### config.mk
export PLATFORM = sky130hd
export DESIGN_NAME = goertzel_bin_scheduler
export DESIGN_NICKNAME = d
export VERILOG_FILES = /design/src/rtl/goertzel_bin_scheduler.sv
export SDC_FILE = /design/constraint.sdc
export NUM_CORES = 1
export LEC_CHECK = 0
export CORE_MARGIN = 2
export CORE_UTILIZATION = 38
export CTS_BUF_LIST = sky130_fd_sc_hd__clkbuf_4 sky130_fd_sc_hd__clkbuf_8
export DETAILED_ROUTE_END_ITERATION = 6
export GPL_TIMING_DRIVEN = 0
export PLACE_DENSITY_LB_ADDON = 0.15
export SYNTH_ARGS = -nofsm -noshare
export SYNTH_HDL_FRONTEND = slang
export SYNTH_SLANG_ARGS = --single-unit
### constraint.sdc
create_clock -name sys_clk -period 4.5 [get_ports sys_clk]
set_clock_uncertainty 0.2 [all_clocks]
set_input_delay 0.9 -clock sys_clk [delete_from_list [all_inputs] [get_ports sys_clk]]
set_output_delay 0.9 -clock sys_clk [all_outputs]
set_load 0.005 [all_outputs]
### src/rtl/goertzel_bin_scheduler.sv
// Purpose: time-shares one Goertzel magnitude engine across NUM_BINS bins per frame and reports detections.
// Latency: frame_rdy -> eng_start 1 cycle; eng_mag_rdy -> next eng_start (or det_valid) 2 cycles.
// Backpressure: none; one extra frame queues as pending, any further frame_rdy sets sticky overrun.
// Ports: sys_clk/rst_n clock and async active-low reset; en master enable; frame_rdy frame-available pulse;
//        cfg_* per-bin coefficient/threshold table write; eng_* engine start/coef/result handshake;
//        buf_release frame-buffer return; det_* detection bitmap and peak report; busy/overrun/timeout status.
module goertzel_bin_scheduler #(
  parameter int NUM_BINS = 4,
  parameter int BIN_BITS = 2,
  parameter int C_W      = 16,
  parameter int M_W      = 16,
  parameter int TO_BITS  = 16
) (
  input  logic                sys_clk,
  input  logic                rst_n,
  input  logic                en,
  input  logic                frame_rdy,
  input  logic                cfg_we,
  input  logic [BIN_BITS-1:0] cfg_addr,
  input  logic [C_W-1:0]      cfg_coef,
  input  logic [M_W-1:0]      cfg_thresh,
  output logic                eng_start,
  output logic [C_W-1:0]      eng_coef,
  input  logic                eng_mag_rdy,
  input  logic [M_W-1:0]      eng_mag,
  output logic                buf_release,
  output logic                det_valid,
  output logic [NUM_BINS-1:0] det_bitmap,
  output logic [BIN_BITS-1:0] peak_bin,
  output logic [M_W-1:0]      peak_mag,
  output logic                busy,
  output logic                overrun,
  output logic                timeout
);

  typedef enum logic [2:0] {
    S_IDLE,
    S_START,
    S_WAIT,
    S_EVAL,
    S_DONE
  } state_t;

  localparam logic [BIN_BITS-1:0] LAST_BIN = BIN_BITS'(NUM_BINS - 1);
  // The watchdog is checked one count early so that exactly 2^TO_BITS-1 WAIT cycles elapse.
  localparam logic [TO_BITS-1:0]  WD_LAST  = {{(TO_BITS-1){1'b1}}, 1'b0};

  // Per-bin configuration table
  logic [C_W-1:0] coef_q   [NUM_BINS];
  logic [M_W-1:0] thresh_q [NUM_BINS];

  state_t               state_q, state_d;
  logic [BIN_BITS-1:0]  bin_q, bin_d;
  logic                 pending_q, pending_d;
  logic [TO_BITS-1:0]   wd_q, wd_d;
  logic [M_W-1:0]       mag_q, mag_d;
  logic [NUM_BINS-1:0]  work_bitmap_q, work_bitmap_d;
  logic [M_W-1:0]       work_peak_q, work_peak_d;
  logic [BIN_BITS-1:0]  work_bin_q, work_bin_d;

  logic                 eng_start_q, eng_start_d;
  logic [C_W-1:0]       eng_coef_q, eng_coef_d;
  logic                 buf_release_q, buf_release_d;
  logic                 det_valid_q, det_valid_d;
  logic [NUM_BINS-1:0]  det_bitmap_q, det_bitmap_d;
  logic [BIN_BITS-1:0]  peak_bin_q, peak_bin_d;
  logic [M_W-1:0]       peak_mag_q, peak_mag_d;
  logic                 busy_q, busy_d;
  logic                 overrun_q, overrun_d;
  logic                 timeout_q, timeout_d;

  always_ff @(posedge sys_clk or negedge rst_n) begin
    if (!rst_n) begin
      for (int i = 0; i < NUM_BINS; i++) begin
        coef_q[i]   <= '0;
        thresh_q[i] <= '1;
      end
    end else if (cfg_we) begin
      coef_q[cfg_addr]   <= cfg_coef;
      thresh_q[cfg_addr] <= cfg_thresh;
    end
  end

  always_comb begin
    state_d       = state_q;
    bin_d         = bin_q;
    pending_d     = pending_q;
    wd_d          = wd_q;
    mag_d         = mag_q;
    work_bitmap_d = work_bitmap_q;
    work_peak_d   = work_peak_q;
    work_bin_d    = work_bin_q;
    eng_start_d   = 1'b0;
    eng_coef_d    = eng_coef_q;
    buf_release_d = 1'b0;
    det_valid_d   = 1'b0;
    det_bitmap_d  = det_bitmap_q;
    peak_bin_d    = peak_bin_q;
    peak_mag_d    = peak_mag_q;
    overrun_d     = overrun_q;
    timeout_d     = timeout_q;

    // A frame arriving while a frame is in flight is queued once; a second one is dropped.
    if (frame_rdy && (state_q != S_IDLE)) begin
      if (pending_q) overrun_d = 1'b1;
      else           pending_d = 1'b1;
    end

    case (state_q)
      S_IDLE: begin
        if (frame_rdy || pending_q) begin
          state_d       = S_START;
          // Starting the queued frame while a new one arrives keeps the new one queued.
          pending_d     = pending_q & frame_rdy;
          bin_d         = '0;
          work_bitmap_d = '0;
          work_peak_d   = '0;
          work_bin_d    = '0;
        end
      end
      S_START: begin
        state_d = S_WAIT;
        wd_d    = '0;
      end
      S_WAIT: begin
        // A result arriving on the terminal watchdog cycle still counts.
        if (eng_mag_rdy) begin
          mag_d   = eng_mag;
          state_d = S_EVAL;
        end else if (wd_q == WD_LAST) begin
          timeout_d     = 1'b1;
          buf_release_d = 1'b1;
          state_d       = S_IDLE;
        end else begin
          wd_d = wd_q + 1'b1;
        end
      end
      S_EVAL: begin
        work_bitmap_d[bin_q] = (mag_q >= thresh_q[bin_q]);
        // Strict compare so ties keep the lowest bin index.
        if ((bin_q == '0) || (mag_q > work_peak_q)) begin
          work_peak_d = mag_q;
          work_bin_d  = bin_q;
        end
        if (bin_q == LAST_BIN) begin
          state_d       = S_DONE;
          det_valid_d   = 1'b1;
          buf_release_d = 1'b1;
          det_bitmap_d  = work_bitmap_d;
          peak_bin_d    = work_bin_d;
          peak_mag_d    = work_peak_d;
        end else begin
          bin_d   = bin_q + 1'b1;
          state_d = S_START;
        end
      end
      S_DONE: begin
        state_d = S_IDLE;
      end
      default: begin
        state_d = S_IDLE;
      end
    endcase

    // Disable aborts the frame but leaves the last report visible.
    if (!en) begin
      state_d       = S_IDLE;
      pending_d     = 1'b0;
      overrun_d     = 1'b0;
      timeout_d     = 1'b0;
      buf_release_d = 1'b0;
      det_valid_d   = 1'b0;
      det_bitmap_d  = det_bitmap_q;
      peak_bin_d    = peak_bin_q;
      peak_mag_d    = peak_mag_q;
    end

    // Coefficient is captured on entry to START so it is valid alongside eng_start;
    // a table write on that same edge is forwarded so it is not missed.
    if (state_d == S_START) begin
      eng_start_d = 1'b1;
      eng_coef_d  = (cfg_we && (cfg_addr == bin_d)) ? cfg_coef : coef_q[bin_d];
    end

    busy_d = (state_d != S_IDLE);
  end

  always_ff @(posedge sys_clk or negedge rst_n) begin
    if (!rst_n) begin
      state_q       <= S_IDLE;
      bin_q         <= '0;
      pending_q     <= 1'b0;
      wd_q          <= '0;
      mag_q         <= '0;
      work_bitmap_q <= '0;
      work_peak_q   <= '0;
      work_bin_q    <= '0;
      eng_start_q   <= 1'b0;
      eng_coef_q    <= '0;
      buf_release_q <= 1'b0;
      det_valid_q   <= 1'b0;
      det_bitmap_q  <= '0;
      peak_bin_q    <= '0;
      peak_mag_q    <= '0;
      busy_q        <= 1'b0;
      overrun_q     <= 1'b0;
      timeout_q     <= 1'b0;
    end else begin
      state_q       <= state_d;
      bin_q         <= bin_d;
      pending_q     <= pending_d;
      wd_q          <= wd_d;
      mag_q         <= mag_d;
      work_bitmap_q <= work_bitmap_d;
      work_peak_q   <= work_peak_d;
      work_bin_q    <= work_bin_d;
      eng_start_q   <= eng_start_d;
      eng_coef_q    <= eng_coef_d;
      buf_release_q <= buf_release_d;
      det_valid_q   <= det_valid_d;
      det_bitmap_q  <= det_bitmap_d;
      peak_bin_q    <= peak_bin_d;
      peak_mag_q    <= peak_mag_d;
      busy_q        <= busy_d;
      overrun_q     <= overrun_d;
      timeout_q     <= timeout_d;
    end
  end

  // Gate with en so a start pulse never coincides with the disable cycle.
  assign eng_start   = eng_start_q & en;
  assign eng_coef    = eng_coef_q;
  assign buf_release = buf_release_q;
  assign det_valid   = det_valid_q;
  assign det_bitmap  = det_bitmap_q;
  assign peak_bin    = peak_bin_q;
  assign peak_mag    = peak_mag_q;
  assign busy        = busy_q;
  assign overrun     = overrun_q;
  assign timeout     = timeout_q;

endmodule

==> reports/metrics.yaml <==
status: "complete, no violations"
vias: 6922
yosys.area.top_type_share_pct: 38.08
avgSynthCellArea_um2: 13.11
postCtsHoldBufs: 0
die_y_um: 173.9
netlist_instances: 837
wl_met3_um: 860
layout-area-overhead-vs-synth_pct: 22.61
fp.dieW_um: 173.9
post_cts_resized: 0
power_frac_seq_pct: 42.2
syn-cell-area_um2: 10970
leakagePower_nw: 5.785
drive_gt1_share_pct: 34.12
r2r_start: "bin_q[1]$_DFF_PN0_"
critPathBufInv: 2
dp.cells: 1322
hold_ws_ns: 0.1040
reg2reg_to: "work_bitmap_q[0]$_DFFE_PN0P_"
cts_tree: "built"
core_area_um2: 28550
met1_length_um: 11390
final_nets: 1073
synth.most_common_cell: "dfrtp_1"
first_global_vias: 7345
path_delay_family: "compound AO/OA/AOI/OAI gates"
vias_per_cell: 4.941
path_clk_slew_ns: 0.06
setup_violations: 0
clockBufferDepth: 3
crit_type: "reg -> reg"
post-route-util_pct: 47.13
slew_headroom_pct: 39.89
cp-endpoint: "work_bitmap_q[0]$_DFFE_PN0P_"
top_layer: "met5"
place_congestion: 0.7306
dr_wl_met2_um: 11160
dieArea_um2: 30250
worst_slack_ns: 0.3607
fmax_ghz: 0.2416
fin_crit_ns: 4.139
io_buffer_count: 99
switchingPower_mw: 1.945
synth_compound_area_share_pct: 7.206
htreeDepth: 2
critical_path_cell_count: 11
synth.yosys.warnings: 0
setup-tns-final_ns: 0
synth_nets: 927
synth-simple-area-share_pct: 6.613
synth-edff-count: 0
drt_pre_antenna_iters: 4
dpl.hpwl_um: 16290
clk_latency_ns: 0.56
synth_ff_type: "dfrtp_1"
synth_top_cell_by_area: "dfrtp_1"
hold_path_class: "in -> async"
synthTopCellsByArea: "dfrtp_1 38%, dfstp_2 15%, mux2_2 15%"
slowest_delay_ns: 0.59
fillers: 2704
muxShareOfSynthArea_pct: 24.25
crit_path_end_kind: "flip-flop"
synth_commonest_cells: "167 x dfrtp_1, 143 x mux2_2, 66 x nand2_1"
irDropWorstVdd_uv: 240.6
ant_nets: 0
antenna_found_initial: 1
crit_start: "bin_q[1]$_DFF_PN0_"
tightestPinTransition_ns: 0.9017
ys_ff_latch: 231
drc: 0
synth_top_family_by_area: "multiplexers"
critPathRequiredTime_ns: 4.73
initial_core_util_pct: 38.44
reg2regPathDepth: 11
power_frac_clock_pct: 32.7
async_reset_ff_share_pct: 100.0
cp-start-kind: "flip-flop"
cts_buffers: 43
slew_violations: 0
avgRoutedWirePerCell_um: 17.00
yosysSeqAreaShare_pct: 53.41
p_comb_share_pct: 25.0
synth_xor_area_share_pct: 1.117
power_switching_share_pct: 28.86
track_usage_pct: 16.35
critPathSlowestCell: "clkbuf_1"
grt_pass1_wl_um: 39430
ios: 100
rows: 62
critPathMaxFanout: 10
p_per_area_nw_per_um2: 500.8
drtIter0Drc: 337
grt_max_degree: 81
maxCapViolations: 0
finalCritPeriodShare_pct: 91.98
cts-root-buf: "clkbuf_8"
cts_setup_buffers: 0
worstPathArrival_ns: 4.37
hold_viol_final: 0
seqCellArea_um2: 5861
multi_input_area_um2: 4726
path_cells: "clkbuf_1 -> buf_1 -> mux4_2 -> ha_1 -> nand2b_1 -> a21o_1 -> a211oi_1 -> o31ai_1 -> a21oi_1 -> nor2_1 -> a22o_1"
reg2reg_slack_ns: 0.36
rsz0062_at_grt: "false"
cts_sinks: 231
overflow: 0
fin_cells: 1401
p_int_mw: 4.793
pre_cts_ws_ns: 0.3327
yosys.area_share.adder_pct: 3.877
synth_cell_types: 53
diodes: 0
totalWireLength_um: 23820
[power by group through the flow]
stage | clock network (mW) | registers, mW | logic (mW)
after floorplan | 0 | 2.78 | 1.17
after global placement | 0 | 2.88 | 1.69
after detailed placement | 0 | 2.88 | 1.72
after CTS | 2.28 | 2.85 | 1.73
after global routing | 2.38 | 2.91 | 1.92
final | 2.20 | 2.85 | 1.69
[how the worst min path moves through the flow]
stage,endpoint,depth (start not counted)
3_3_place_gp,det_bitmap[2]$_DFFE_PN0P_,2
3_5_place_dp,det_bitmap[0]$_DFFE_PN0P_,2
6_report,wd_q[13]$_DFFE_PN0P_,1
4_1_cts,det_bitmap[0]$_DFFE_PN0P_,1
2_1_floorplan,det_bitmap[1]$_DFFE_PN0P_,2
5_1_grt,wd_q[15]$_DFFE_PN0P_,1
[per-layer routing]
layer | track usage [%] | vias to the layer above
met4 | 4.762 | 2
met2 | 26.18 | 115
li1 | - | 3307
met3 | 2.997 | 35
met1 | 22.79 | 3463
met5 | 0 | -
[cells in the final DEF, fill, tap and decap left out, drive strengths merged, types with 5 or more instances in the layout]
cell	netlist	final
o21ai	52	52
nor2	28	28
a21oi	16	16
mux4	32	32
a22o	18	18
mux2i	33	33
nand4	14	14
nand2	66	66
dfstp	64	64
mux2	143	143
ha	34	34
or3	5	5
nand3	9	9
clkdlybuf4s50	0	98
xor2	9	9
clkinv	0	7
dfrtp	167	167
and3	5	5
inv	41	44
and2	6	6
buf	19	22
xnor2	5	5
nand2b	5	5
a21o	11	11
clkbuf	22	88
[logic make-up (layout without fill, tap and decap cells)]
kind of cell	count (synthesis)	after routing
muxes	208	208
and+or+nand+nor	152	152
AOI/OAI and AO/OA	116	116
xor gates and xnor gates	14	14
DFF	231	231
adders and majority gates	34	34
buffers and inverters	82	262
[cell type report]
cell class | count | share of cell area, %
plain buffers | 41 | 1.730
clock buffers | 66 | 5.915
clock inverters | 13 | 1.144
inverters | 41 | 1.144
multi-input cells | 524 | 35.12
flip-flops and latches | 231 | 43.56
well taps | 384 | 3.571
repair buffers | 101 | 7.812
[per-stage QoR]
stage | total power [mW] | area, µm²
CTS | 6.859 | 13450
floorplan | 3.958 | 10970
global route | 7.201 | 13450
finish | 6.738 | 13450
detailed placement | 4.598 | 12500
global placement | 4.567 | 12440
[flip-flops by register name (all words and copies together), names as in the netlist, 4 cells and up]
name and cells:
coef_q 64, det_bitmap 4, eng_coef 16, mag_q 16
peak_mag 16, thresh_q 64, wd_q 16, work_peak_q 16
Note: power is estimated with default switching activity, not from simulation.
